`config.mk`:
```
export PLATFORM = sky130hd
export DESIGN_NAME = pipelined_wallace_multiplier
export DESIGN_NICKNAME = d
export VERILOG_FILES = /design/src/rtl/mult_pkg.sv /design/src/rtl/csa_layer.sv /design/src/rtl/pipelined_wallace_multiplier.sv
export SDC_FILE = /design/constraint.sdc
export NUM_CORES = 1
export LEC_CHECK = 0
export ABC_CLOCK_PERIOD_IN_PS = 6000
export CAP_MARGIN = 25
export CORE_MARGIN = 2
export CORE_UTILIZATION = 40
export DETAILED_ROUTE_END_ITERATION = 10
export HOLD_SLACK_MARGIN = 0.06
export SYNTH_ARGS = -nofsm -noshare
export SYNTH_HDL_FRONTEND = slang
export SYNTH_SLANG_ARGS = --single-unit
```
`constraint.sdc`:
```
create_clock -name clk_i -period 6 [get_ports clk_i]
set_clock_uncertainty 0.05 [all_clocks]
set_input_delay 0.9 -clock clk_i [delete_from_list [all_inputs] [get_ports clk_i]]
set_output_delay 0.9 -clock clk_i [all_outputs]
set_load 0.02 [all_outputs]
```
`src/rtl/mult_pkg.sv`:
```
// Shared sizing helpers for the pipelined Wallace multiplier: CSA tree depth,
// rows left after each 3:2 layer, product width and the stage-valid vector type.
package mult_pkg;

  localparam int MAX_STAGES = 3;

  typedef logic [MAX_STAGES-1:0] stage_valid_t;

  function automatic int prod_w(input int n);
    return 2 * n;
  endfunction

  // Each full group of three rows becomes two; leftover rows pass through.
  function automatic int rows_after(input int n, input int k);
    int r;
    r = n;
    for (int i = 0; i < k; i++) begin
      if (r > 2) r = 2 * (r / 3) + r % 3;
    end
    return r;
  endfunction

  function automatic int csa_depth(input int n);
    int r;
    int d;
    r = n;
    d = 0;
    while (r > 2) begin
      r = 2 * (r / 3) + r % 3;
      d++;
    end
    return d;
  endfunction

endpackage

```
`src/rtl/csa_layer.sv`:
```
// One combinational 3:2 carry-save layer: rows are taken in threes, each group
// yields a sum row and a left-shifted carry row; leftover rows pass through.
module csa_layer
  import mult_pkg::*;
#(
  parameter int ROWS_IN = 3,
  parameter int W       = 16
) (
  input  logic [ROWS_IN-1:0][W-1:0]               rows_i,
  output logic [rows_after(ROWS_IN, 1)-1:0][W-1:0] rows_o
);

  localparam int GROUPS = ROWS_IN / 3;
  localparam int PASS   = ROWS_IN % 3;

  for (genvar gi = 0; gi < GROUPS; gi++) begin : g_csa
    logic [W-1:0] x, y, z, maj;
    assign x   = rows_i[3*gi];
    assign y   = rows_i[3*gi+1];
    assign z   = rows_i[3*gi+2];
    assign maj = (x & y) | (x & z) | (y & z);
    assign rows_o[2*gi]   = x ^ y ^ z;
    // Carry out of the top bit falls off: arithmetic is modulo 2^W.
    assign rows_o[2*gi+1] = {maj[W-2:0], 1'b0};
  end

  for (genvar gi = 0; gi < PASS; gi++) begin : g_pass
    assign rows_o[2*GROUPS+gi] = rows_i[3*GROUPS+gi];
  end

endmodule

```
`src/rtl/pipelined_wallace_multiplier.sv`:
```
// Pipelined NxN Wallace-tree multiplier with valid/ready flow control and tag
// sideband. Define MULT_SIGNED_EN to enable per-transaction Baugh-Wooley signed mode.
module pipelined_wallace_multiplier
  import mult_pkg::*;
#(
  parameter int DATA_SIZE = 8,
  parameter int TREE_REG  = 1,
  parameter int TAG_W     = 4
) (
  input  logic                         clk_i,
  input  logic                         rst_ni,
  input  logic                         in_valid_i,
  output logic                         in_ready_o,
  input  logic [DATA_SIZE-1:0]         a_i,
  input  logic [DATA_SIZE-1:0]         b_i,
  input  logic                         signed_i,
  input  logic [TAG_W-1:0]             tag_i,
  output logic                         out_valid_o,
  input  logic                         out_ready_i,
  output logic [prod_w(DATA_SIZE)-1:0] product_o,
  output logic [TAG_W-1:0]             tag_o,
  output logic                         busy_o
);

  localparam int N     = DATA_SIZE;
  localparam int PW    = prod_w(DATA_SIZE);
  localparam int DEPTH = csa_depth(DATA_SIZE);

  logic                stall;
  logic                v1_q, v3_q, valid_mid;
  logic [N-1:0]        a_q, b_q;
  logic [TAG_W-1:0]    tag1_q, tag_q;
  logic [PW-1:0]       product_q, product_d;
  logic [PW-1:0]       cpa_s, cpa_c;
  logic [TAG_W-1:0]    cpa_tag;
  logic                cpa_v;
  stage_valid_t        valid;
  logic [DEPTH:0][N-1:0][PW-1:0] tree;

  assign stall      = v3_q & ~out_ready_i;
  assign in_ready_o = ~stall;

  always_ff @(posedge clk_i or negedge rst_ni) begin
    if (!rst_ni) begin
      v1_q   <= 1'b0;
      a_q    <= '0;
      b_q    <= '0;
      tag1_q <= '0;
    end else if (!stall) begin
      v1_q   <= in_valid_i;
      a_q    <= a_i;
      b_q    <= b_i;
      tag1_q <= tag_i;
    end
  end

`ifdef MULT_SIGNED_EN
  logic sgn_q;
  always_ff @(posedge clk_i or negedge rst_ni) begin
    if (!rst_ni)     sgn_q <= 1'b0;
    else if (!stall) sgn_q <= signed_i;
  end
`endif

  // Row gi = a & b[gi] shifted by gi; row 0 also carries the signed-mode constants.
  for (genvar gi = 0; gi < N; gi++) begin : g_pp
    logic [PW-1:0] pp;
    always_comb begin
      pp = '0;
      for (int j = 0; j < N; j++) begin
        pp[gi+j] = a_q[j] & b_q[gi];
`ifdef MULT_SIGNED_EN
        if (sgn_q && ((j == N-1) != (gi == N-1))) pp[gi+j] = ~(a_q[j] & b_q[gi]);
`endif
      end
`ifdef MULT_SIGNED_EN
      if (gi == 0 && sgn_q) begin
        pp[N]    = 1'b1;
        pp[PW-1] = 1'b1;
      end
`endif
    end
    assign tree[0][gi] = pp;
  end

  for (genvar gi = 0; gi < DEPTH; gi++) begin : g_layer
    localparam int RI = rows_after(N, gi);
    localparam int RO = rows_after(N, gi + 1);
    csa_layer #(.ROWS_IN(RI), .W(PW)) u_csa (
      .rows_i(tree[gi][RI-1:0]),
      .rows_o(tree[gi+1][RO-1:0])
    );
    assign tree[gi+1][N-1:RO] = '0;
  end

  if (TREE_REG != 0) begin : g_tree_reg
    logic [PW-1:0]    s_q, c_q;
    logic [TAG_W-1:0] tag2_q;
    logic             v2_q;
    always_ff @(posedge clk_i or negedge rst_ni) begin
      if (!rst_ni) begin
        v2_q   <= 1'b0;
        s_q    <= '0;
        c_q    <= '0;
        tag2_q <= '0;
      end else if (!stall) begin
        v2_q   <= v1_q;
        s_q    <= tree[DEPTH][0];
        c_q    <= tree[DEPTH][1];
        tag2_q <= tag1_q;
      end
    end
    assign cpa_s     = s_q;
    assign cpa_c     = c_q;
    assign cpa_tag   = tag2_q;
    assign cpa_v     = v2_q;
    assign valid_mid = v2_q;
  end else begin : g_tree_comb
    assign cpa_s     = tree[DEPTH][0];
    assign cpa_c     = tree[DEPTH][1];
    assign cpa_tag   = tag1_q;
    assign cpa_v     = v1_q;
    assign valid_mid = 1'b0;
  end

  assign product_d = cpa_s + cpa_c;

  // Output data only loads on a valid entry so product_o stays 0 until the first result.
  always_ff @(posedge clk_i or negedge rst_ni) begin
    if (!rst_ni) begin
      v3_q      <= 1'b0;
      product_q <= '0;
      tag_q     <= '0;
    end else if (!stall) begin
      v3_q <= cpa_v;
      if (cpa_v) begin
        product_q <= product_d;
        tag_q     <= cpa_tag;
      end
    end
  end

  assign valid       = {v3_q, valid_mid, v1_q};
  assign busy_o      = |valid;
  assign out_valid_o = v3_q;
  assign product_o   = product_q;
  assign tag_o       = tag_q;

endmodule
```
==> flow_summary.ini <==
[clock_tree]
clockBufferDepth = 2
htreeDepth = 3
cts-hold-fix-buffers = 0
clk_pin_slew_ns = 0.06
cts_sinks = 73
cts_resized = 0
cts_buffers = 9
cts_tree = yes
cts-root-buf = clkbuf_16
post_cts_buffers = 0
clkLatencyLatePin_ns = 0.34

[grt]
grt_pass1_vias = 3313
grt_overflow_total = 0
grt_pass1_wl_mm = 15.9
antenna_found_initial = 0
grt_usage_pct = 15.8
grt_start_max_net_pins = 74

[floorplan]
rows = 39
fp.coreArea_um2 = 11300
ioPinCount = 48
chipHeight_um = 111
dieArea_um2 = 12400
start_util_pct = 40.6
die_w_um = 111

[yosys]
syn_nets = 602
synth-seq-cells = 73
yosys_warnings = 0
synthTopCellsByArea = dfrtp_1 (40%), nand2_1 (19%), fa_1 (17%), ha_1 (6.8%), and2_1 (3.8%)
syn-instance-count = 513
synth.avg_cell_area_um2 = 8.96
syn_area_um2 = 4590
synth-seq-area-share_pct = 39.8
yosysTopAreaCellShare_pct = 39.8
synth_cell_types = 39
yosys.area.top_type = dfrtp_1

[sta]
fin_crit_sh_pct = 61.1
worstMarginPinSlew_ns = 0.905
tns_ns = 0
drv_slew = 0
setup_viol = 0
layout_min_cycle_time_ns = 3.66
final_hold_viol_count = 0
layout_setup_ws_ns = 2.34
fmax_ghz = 0.273
rsz0062_at_grt = false
relSlewSlack_pct = 39.7

[outcome]
status = complete, no violations

[placed_design]
dpl_worst_slack_ns = 2.32
placed_area_um2 = 5110
numPortBuffers = 46
dp_cells = 675
hpwl_mm = 6.28
place.gp.congestion = 0.844

[power_and_ir_drop]
irDropWorstVdd_v = 0.000215
leakage_nw = 2.75
pwr_density_cell_nw_per_um2 = 512
p_sw_share_pct = 40.3
clkPwrFrac_pct = 22.1
total_power_mw = 2.80
seqPwrFrac_pct = 29.5
combinationalPowerShare_pct = 48.5
internal-power_mw = 1.67
power.switching_mw = 1.13

[setup_path]
worstPathArrival_ns = 2.71
required_ns = 5.05
r2r_cells = 8
reg2reg_to = cpa_s[7]$_DFFE_PN0N_
r2r_start = b_q[4]$_DFFE_PN0N_
worstSetupPathType = in2out
start_kind = input port
ff2ff_setup_slack_ns = 2.90
worstPathMaxFanout = 58
cp-end-kind = primary output
cp-startpoint = out_ready_i
crit_end = in_ready_o

[final_layout]
num_antenna_cells = 0
synthToLayoutAreaGrowth_pct = 18.8
final_nets = 632
drive_above_1_share_pct = 4.56
fin_area_um2 = 5460
layoutNonFillerInstCount = 691
layout_common_cells = nand2_1 (227), dfrtp_1 (73), clkdlybuf4s50_1 (45)
final_common_cell = nand2_1

[route]
vias = 3297
via_per_inst = 4.77
drtPass1Iterations = 4
drc = 0
wire_per_inst_um = 12.9
dr.first_iter.drc_count = 141
ant_nets = 0
wl_mm = 8.91

[run]
drv_cap = 0

[min_path]
hold_path.class = reg2reg
==> metrics by stage <==
step | util (%) | hold WS [ns]
3_5_place_dp | 45.2 | 0.400
3_3_place_gp | 45.2 | 0.400
2_1_floorplan | - | 0.389
4_1_cts | 48.2 | 0.417
6_report | 48.2 | 0.413
5_1_grt | 48.2 | 0.431
==> Yosys cell counts (all sizes together) <==
cell	number
nand2	228
dfrtp	73
fa	39
inv	31
and2	29
ha	25
clkbuf	18
buf	11
a21oi	9
o21ai	9
nor2	5
and3	3
nand2b	3
nand3	3
o211ai	3
xor2	3
a21o	2
mux2i	2
nand4	2
nor3	2
o21a	2
o311ai	2
a22oi	1
a31o	1
a31oi	1
nand3b	1
nor2b	1
o2111ai	1
o31ai	1
or3	1
xnor2	1
==> power by group through the flow <==
stage / logic [mW] / registers, mW / clock network (mW)
4_1_cts: 1.38 / 0.827 / 0.630
3_5_place_dp: 1.37 / 0.835 / 0
5_1_grt: 1.60 / 0.853 / 0.650
6_report: 1.36 / 0.824 / 0.617
2_1_floorplan: 0.981 / 0.836 / 0
3_3_place_gp: 1.34 / 0.829 / 0
==> cell families (layout without fill, tap and decap cells) <==
family | count (synthesis) | after routing | synth area share (%)
DFF | 73 | 73 | 39.8
muxes | 2 | 2 | 0.436
buffers and inverters | 60 | 95 | 5.53
xor gates and xnor gates | 4 | 4 | 0.763
and+or+nand+nor | 278 | 278 | 25.2
AOI/OAI and AO/OA | 32 | 32 | 4.49
adders and majority gates | 64 | 64 | 23.8
==> registers in the layout (all words and copies together), names as in the netlist <==
name,flops
v1_q,1
cpa_tag,4
tag_o,4
cpa_v,1
cpa_s,15
b_q,8
out_valid_o,1
a_q,8
cpa_c,11
tag1_q,4
product_o,16
==> layer usage <==
metal / vias up / GRT usage, % / routed length, um
li1: 1645 / - / -
met1: 1584 / 21.8 / 4360
met2: 53 / 24.0 / 4000
met3: 15 / 3.99 / 308
met4: 0 / 6.50 / 247
met5: - / 0 / 0
==> final cells by class <==
| type | instances | area (um2) |
|---|---|---|
| timing repair buffer | 48 | 473 |
| sequential | 73 | 1830 |
| fill | 1098 | 5860 |
| clock inverter | 6 | 115 |
| multi-input combinational | 380 | 2520 |
| tap | 143 | 179 |
| inverter | 31 | 116 |
| clock buffer | 10 | 229 |
==> worst max-delay path: stages <==
cell and delay [ns]:
clkdlybuf4s50_1 0.51, nor2b_4 0.06, inv_2 0.04, buf_4 0.47
clkdlybuf4s50_1 0.71
==> how the worst min path moves through the flow <==
stage	start	to	slack, ns	cells past startpoint
3_5_place_dp	cpa_tag[1]$_DFFE_PN0N_	tag_o[1]$_DFFE_PN0P_	0.40	2
3_3_place_gp	tag1_q[3]$_DFFE_PN0N_	tag1_q[3]$_DFFE_PN0N_	0.40	2
5_1_grt	cpa_tag[2]$_DFFE_PN0N_	tag_o[2]$_DFFE_PN0P_	0.43	2
2_1_floorplan	cpa_s[0]$_DFFE_PN0N_	cpa_s[0]$_DFFE_PN0N_	0.39	2
6_report	cpa_tag[1]$_DFFE_PN0N_	tag_o[1]$_DFFE_PN0P_	0.41	2
4_1_cts	cpa_tag[1]$_DFFE_PN0N_	tag_o[1]$_DFFE_PN0P_	0.42	2
Power figures use the tool's default switching activity.
